`config.mk`:
```
export PLATFORM = sky130hd
export DESIGN_NAME = retry_inorder_end
export DESIGN_NICKNAME = d
export VERILOG_FILES = /design/src/rtl/retry_inorder_end.sv
export SDC_FILE = /design/constraint.sdc
export NUM_CORES = 1
export LEC_CHECK = 0
export CAP_MARGIN = 20
export CORE_MARGIN = 3
export CORE_UTILIZATION = 46
export DETAILED_ROUTE_END_ITERATION = 12
export HOLD_SLACK_MARGIN = 0.05
export PLACE_DENSITY = 0.8
export SETUP_SLACK_MARGIN = 0.15
export SYNTH_ARGS = -nofsm -noshare
export SYNTH_HDL_FRONTEND = slang
export SYNTH_SLANG_ARGS = --single-unit
```
`constraint.sdc`:
```
create_clock -name clk_i -period 2.1 [get_ports clk_i]
set_input_delay 0.42 -clock clk_i [delete_from_list [all_inputs] [get_ports clk_i]]
set_output_delay 0.42 -clock clk_i [all_outputs]
set_load 0.03 [all_outputs]
```
`src/rtl/retry_inorder_end.sv`:
```
// retry_inorder_end: closing stage of the in-order retry pair. Forwards only the
// awaited, fault-free element downstream and bounces everything else back to the
// start stage, so the consumer always sees elements in issue order.
module retry_inorder_end #(
  parameter type         DataType = logic,
  parameter int unsigned IDSize   = 4
) (
  input  logic              clk_i,
  input  logic              rst_i,
  input  DataType           data_i,
  input  logic [IDSize-1:0] id_i,
  input  logic              needs_retry_i,
  input  logic              valid_i,
  output logic              ready_o,
  output DataType           data_o,
  output logic              valid_o,
  input  logic              ready_i,
  output logic [IDSize-1:0] retry_id_o,
  input  logic [IDSize-1:0] retry_id_i,
  output logic              retry_valid_o,
  output logic              retry_lock_o,
  input  logic              retry_ready_i,
  output logic [15:0]       fault_count_o
);

  // Sequence-count width; the top ID bit carries the parity of the count.
  localparam int unsigned CntW     = IDSize - 1;
  localparam logic [15:0] CountMax = 16'hFFFF;

  typedef enum logic {
    RUN     = 1'b0,
    RECOVER = 1'b1
  } state_e;

  state_e            state;
  logic [IDSize-1:0] expected_q;
  logic              parity_ok;
  logic              id_match;
  logic              good;
  logic              accept;

  // Next ID in issue order: count + 1 (wrapping), parity recomputed over the count.
  function automatic logic [IDSize-1:0] incr_id(input logic [CntW-1:0] cnt);
    logic [CntW-1:0] nxt;
    nxt = cnt + CntW'(1);
    return {^nxt, nxt};
  endfunction

  // Classify the arriving element and steer it to the consumer or back to start.
  always_comb begin
    parity_ok     = (id_i[IDSize-1] == ^id_i[CntW-1:0]);
    id_match      = (id_i == expected_q);
    good          = !needs_retry_i && id_match && parity_ok;
    ready_o       = ready_i & retry_ready_i;
    accept        = valid_i & ready_o;
    data_o        = data_i;
    valid_o       = valid_i & good;
    retry_valid_o = valid_i & !good;
    retry_id_o    = id_i;
    // The combinational term bridges start's one-cycle registered lock.
    retry_lock_o  = (state == RECOVER) | retry_valid_o;
  end

  // Track the awaited ID, recovery state and the saturating fault counter.
  always_ff @(posedge clk_i or posedge rst_i) begin
    if (rst_i) begin
      state         <= RUN;
      expected_q    <= '0;
      fault_count_o <= '0;
    end else if (accept) begin
      if (good) begin
        expected_q <= incr_id(expected_q[CntW-1:0]);
        state      <= RUN;
      end else begin
        // Only a failure of the awaited element moves the expectation to its re-issue ID.
        if (id_match) begin
          expected_q <= retry_id_i;
        end
        state <= RECOVER;
        if (fault_count_o != CountMax) begin
          fault_count_o <= fault_count_o + 16'd1;
        end
      end
    end
  end

endmodule

```
==> reports/results.ini <==
[pwr]
combPwrFrac = 0.480
cellInternalPower_mw = 0.955
p_leak_nw = 0.965
p_clk_frac = 0.134
p_seq_frac = 0.386
power.switching_mw = 0.602
irDropWorstVdd_mv = 0.610
switching_share = 0.387
powerDensity_nw_per_um2 = 740
finalPower_mw = 1.56

[run_status]
status = finished, violations left
violations = negative setup slack

[clock_network]
root_buffer = clkbuf_4
clk_latency_ns = 0.31
hold_buffers = 0
cts_tree = done
clk_pin_slew_worst_paths_ns = 0.13
clockBufferDepth = 2
cts_buffers = 3
cts_sinks = 21
cts_max_level = 1

[finish]
syn_to_final_growth_pct = 58.1
stdcell_count = 214
fin_util = 0.806
stdcell_area_sq_um = 2100
drive_gt1_frac = 0.435
antenna_cells = 0
fin_nets = 202

[die]
die_w_um = 59.8
dieArea_sq_um = 3580
design.core.area_sq_um = 2610
die_height_um = 59.8
start_util = 0.510
num_rows = 18
io_pins = 40

[timing]
grt_setup_unrepaired = yes
worst-slew-pin-transition_ns = 0.328
timing.final.ws_setup_ns = -0.194
hold_viol = 0
relSlewSlack = 0.781
fin_skew_ns = 0.00204
min_period_ns = 2.29
setup_viol = 3
fin_crit_sh = 1.09
hold_ws_ns = 0.426
fmax_mhz = 436
fin_tns_setup_ns = -0.326
finalMaxSlewViolations = 0

[global_route]
grt_pass1_wl_um = 5020
grt_overflow = 0
track_usage = 0.184
grt_max_degree = 22
antenna_found_initial = 0
grt_pass1_vias = 1124

[critical_path]
cp_num_buf_inv = 3
slowest_delay_ns = 0.34
cp-end-kind = output pin
required_ns = 1.68
crit_slowest_cell = or3_4
critPathArrivalTime_ns = 1.87
cp_max_fo = 4
crit_path_cell_trace = dlygate4sd2_1, xor2_2, xnor2_2, buf_4, or3_4, nor2_4, buf_6
worstSetupPathType = input pin to output pin
crit_family = buffers and inverters
start_kind = input pin

[place]
dp.cells = 200
placed_cell_area_sq_um = 1870
gp_congestion = 0.768
dp_hpwl_um = 2460
place_ws_ns = -0.768
io_buffers = 37

[routing]
drt-initial-drc-count = 35
routed-via-count = 1121
firstDrtPassIters = 4
drt_wl_total_um = 3420
antenna_left = 0
drc = 0
wl_per_cell_um = 16.0
viasPerCell = 5.24

[synth]
synth_flop_cell = dfrtp_1
synth_compound_area_frac = 0.0432
synth-warning-count = 0
syn_nets = 137
synth-edff-count = 0
synth.distinct_cells = 40
synth_mux_area_frac = 0.0517
syn-cell-area_sq_um = 1330
synth.avg_cell_area_sq_um = 11.1
yosysSeqAreaShare = 0.395
synth_top_family_by_area = simple AND/OR/NAND/NOR gates
synth_xor_area_frac = 0.164
syn_inst = 120
synth-adder-area-share = 0.0188
synthArstFlopShare = 1.00
synth-simple-area-share = 0.280
synth-seq-cells = 21

[flow_run]
max_cap_violations = 0

[worst_hold_path]
min_path_type = input pin to asynchronous set/reset pin

final timing paths:
check,start,to,slack (ns),cells after the start
max,id_i[0],valid_o,-0.19,7
min,rst_i,fault_count_o[5],0.43,3
max in group asynchronous,rst_i,fault_count_o[7],1.44,3
min in group clk_i,fault_count_o[9],fault_count_o[9],0.50,1
min reg2reg,fault_count_o[9],fault_count_o[9],0.50,1
max reg2reg,expected_q[2],fault_count_o[10],0.07,10
synthesized netlist by cell type, types with 2 or more instances:
| cell type | instances | area, sq um |
|---|---|---|
| mux2i_1 | 2 | 20.0 |
| nor3_4 | 2 | 32.5 |
| nor2_1 | 6 | 22.5 |
| and2_1 | 2 | 12.5 |
| inv_1 | 4 | 15.0 |
| and4_4 | 2 | 22.5 |
| nor3_1 | 3 | 15.0 |
| nand3_1 | 7 | 35.0 |
| ha_1 | 2 | 25.0 |
| nand2_1 | 10 | 37.5 |
| dfrtp_1 | 21 | 526 |
| xor2_1 | 13 | 114 |
| and3_1 | 2 | 12.5 |
| buf_4 | 5 | 37.5 |
| mux2_2 | 2 | 22.5 |
| nor4_2 | 3 | 37.5 |
| xnor2_1 | 10 | 87.6 |
| nand4_1 | 2 | 12.5 |
metal layers:
| layer | part of all wire | global-route usage | vias up |
|---|---|---|---|
| li1 | - | - | 545 |
| met1 | 0.41 | 0.223 | 549 |
| met2 | 0.54 | 0.329 | 21 |
| met3 | 0.030 | 0.0346 | 6 |
| met4 | 0.021 | 0.0506 | 0 |
| met5 | 0 | 0 | - |
state kept, by name, indices dropped and copies added, names as in the netlist:
register / cells
state: 1
fault_count_o: 16
expected_q: 4
area by class of cell:
cell class	count	area (sq um)
Clock inverter	1	5.00
Sequential cell	21	536
Inverter	4	15.0
Multi-Input combinational cell	89	871
Tap cell	30	37.5
Timing Repair Buffer	66	618
Clock buffer	3	22.5
Fill cell	152	508
tightest hold or removal path: cells and delay by family:
family / cells / cell delay (ns)
buf+inv: 3 / 0.72
power groups by stage:
stage	combinational [mW]	sequential, mW	clock [mW]
after floorplan	0.302	0.693	0
after global placement	0.631	0.603	0
after detailed placement	0.664	0.608	0
after CTS	0.686	0.599	0.206
after global routing	0.792	0.615	0.233
final	0.747	0.601	0.209
what timing repair did:
action / 4_1_cts / 5_1_grt
buffers inserted: 3 / 7
gates resized for setup: 25 / 23
pin swaps: 6 / 10
endpoints found under the setup margin: 24 / 18
kinds of logic after synthesis:
logic type,count (synthesis)
AOI/OAI and AO/OA,6
xor gates and xnor gates,24
adders and majority gates,2
buffers and inverters,10
DFF,21
muxes,6
and+or+nand+nor,51
placed cells by master, fill, tap and decap left out, types with 2 or more instances in the layout:
master / instances
clkdlybuf4s50_1: 27
buf_4: 23
dfrtp_1: 13
xor2_1: 12
nand2_1: 10
buf_6: 10
xnor2_1: 8
dfrtp_2: 8
nand3_1: 7
inv_1: 4
nor3_4: 4
nor2_1: 4
xnor2_2: 3
nor2_4: 3
clkbuf_4: 3
dlygate4sd2_1: 3
and4_4: 2
nand4_1: 2
and3_1: 2
nor3_2: 2
nor4b_4: 2
nor4_2: 2
mux2_2: 2
mux2i_1: 2
mux2_4: 2
dlymetal6s2s_1: 2
No activity file was read; power rests on OpenSTA's default activity.
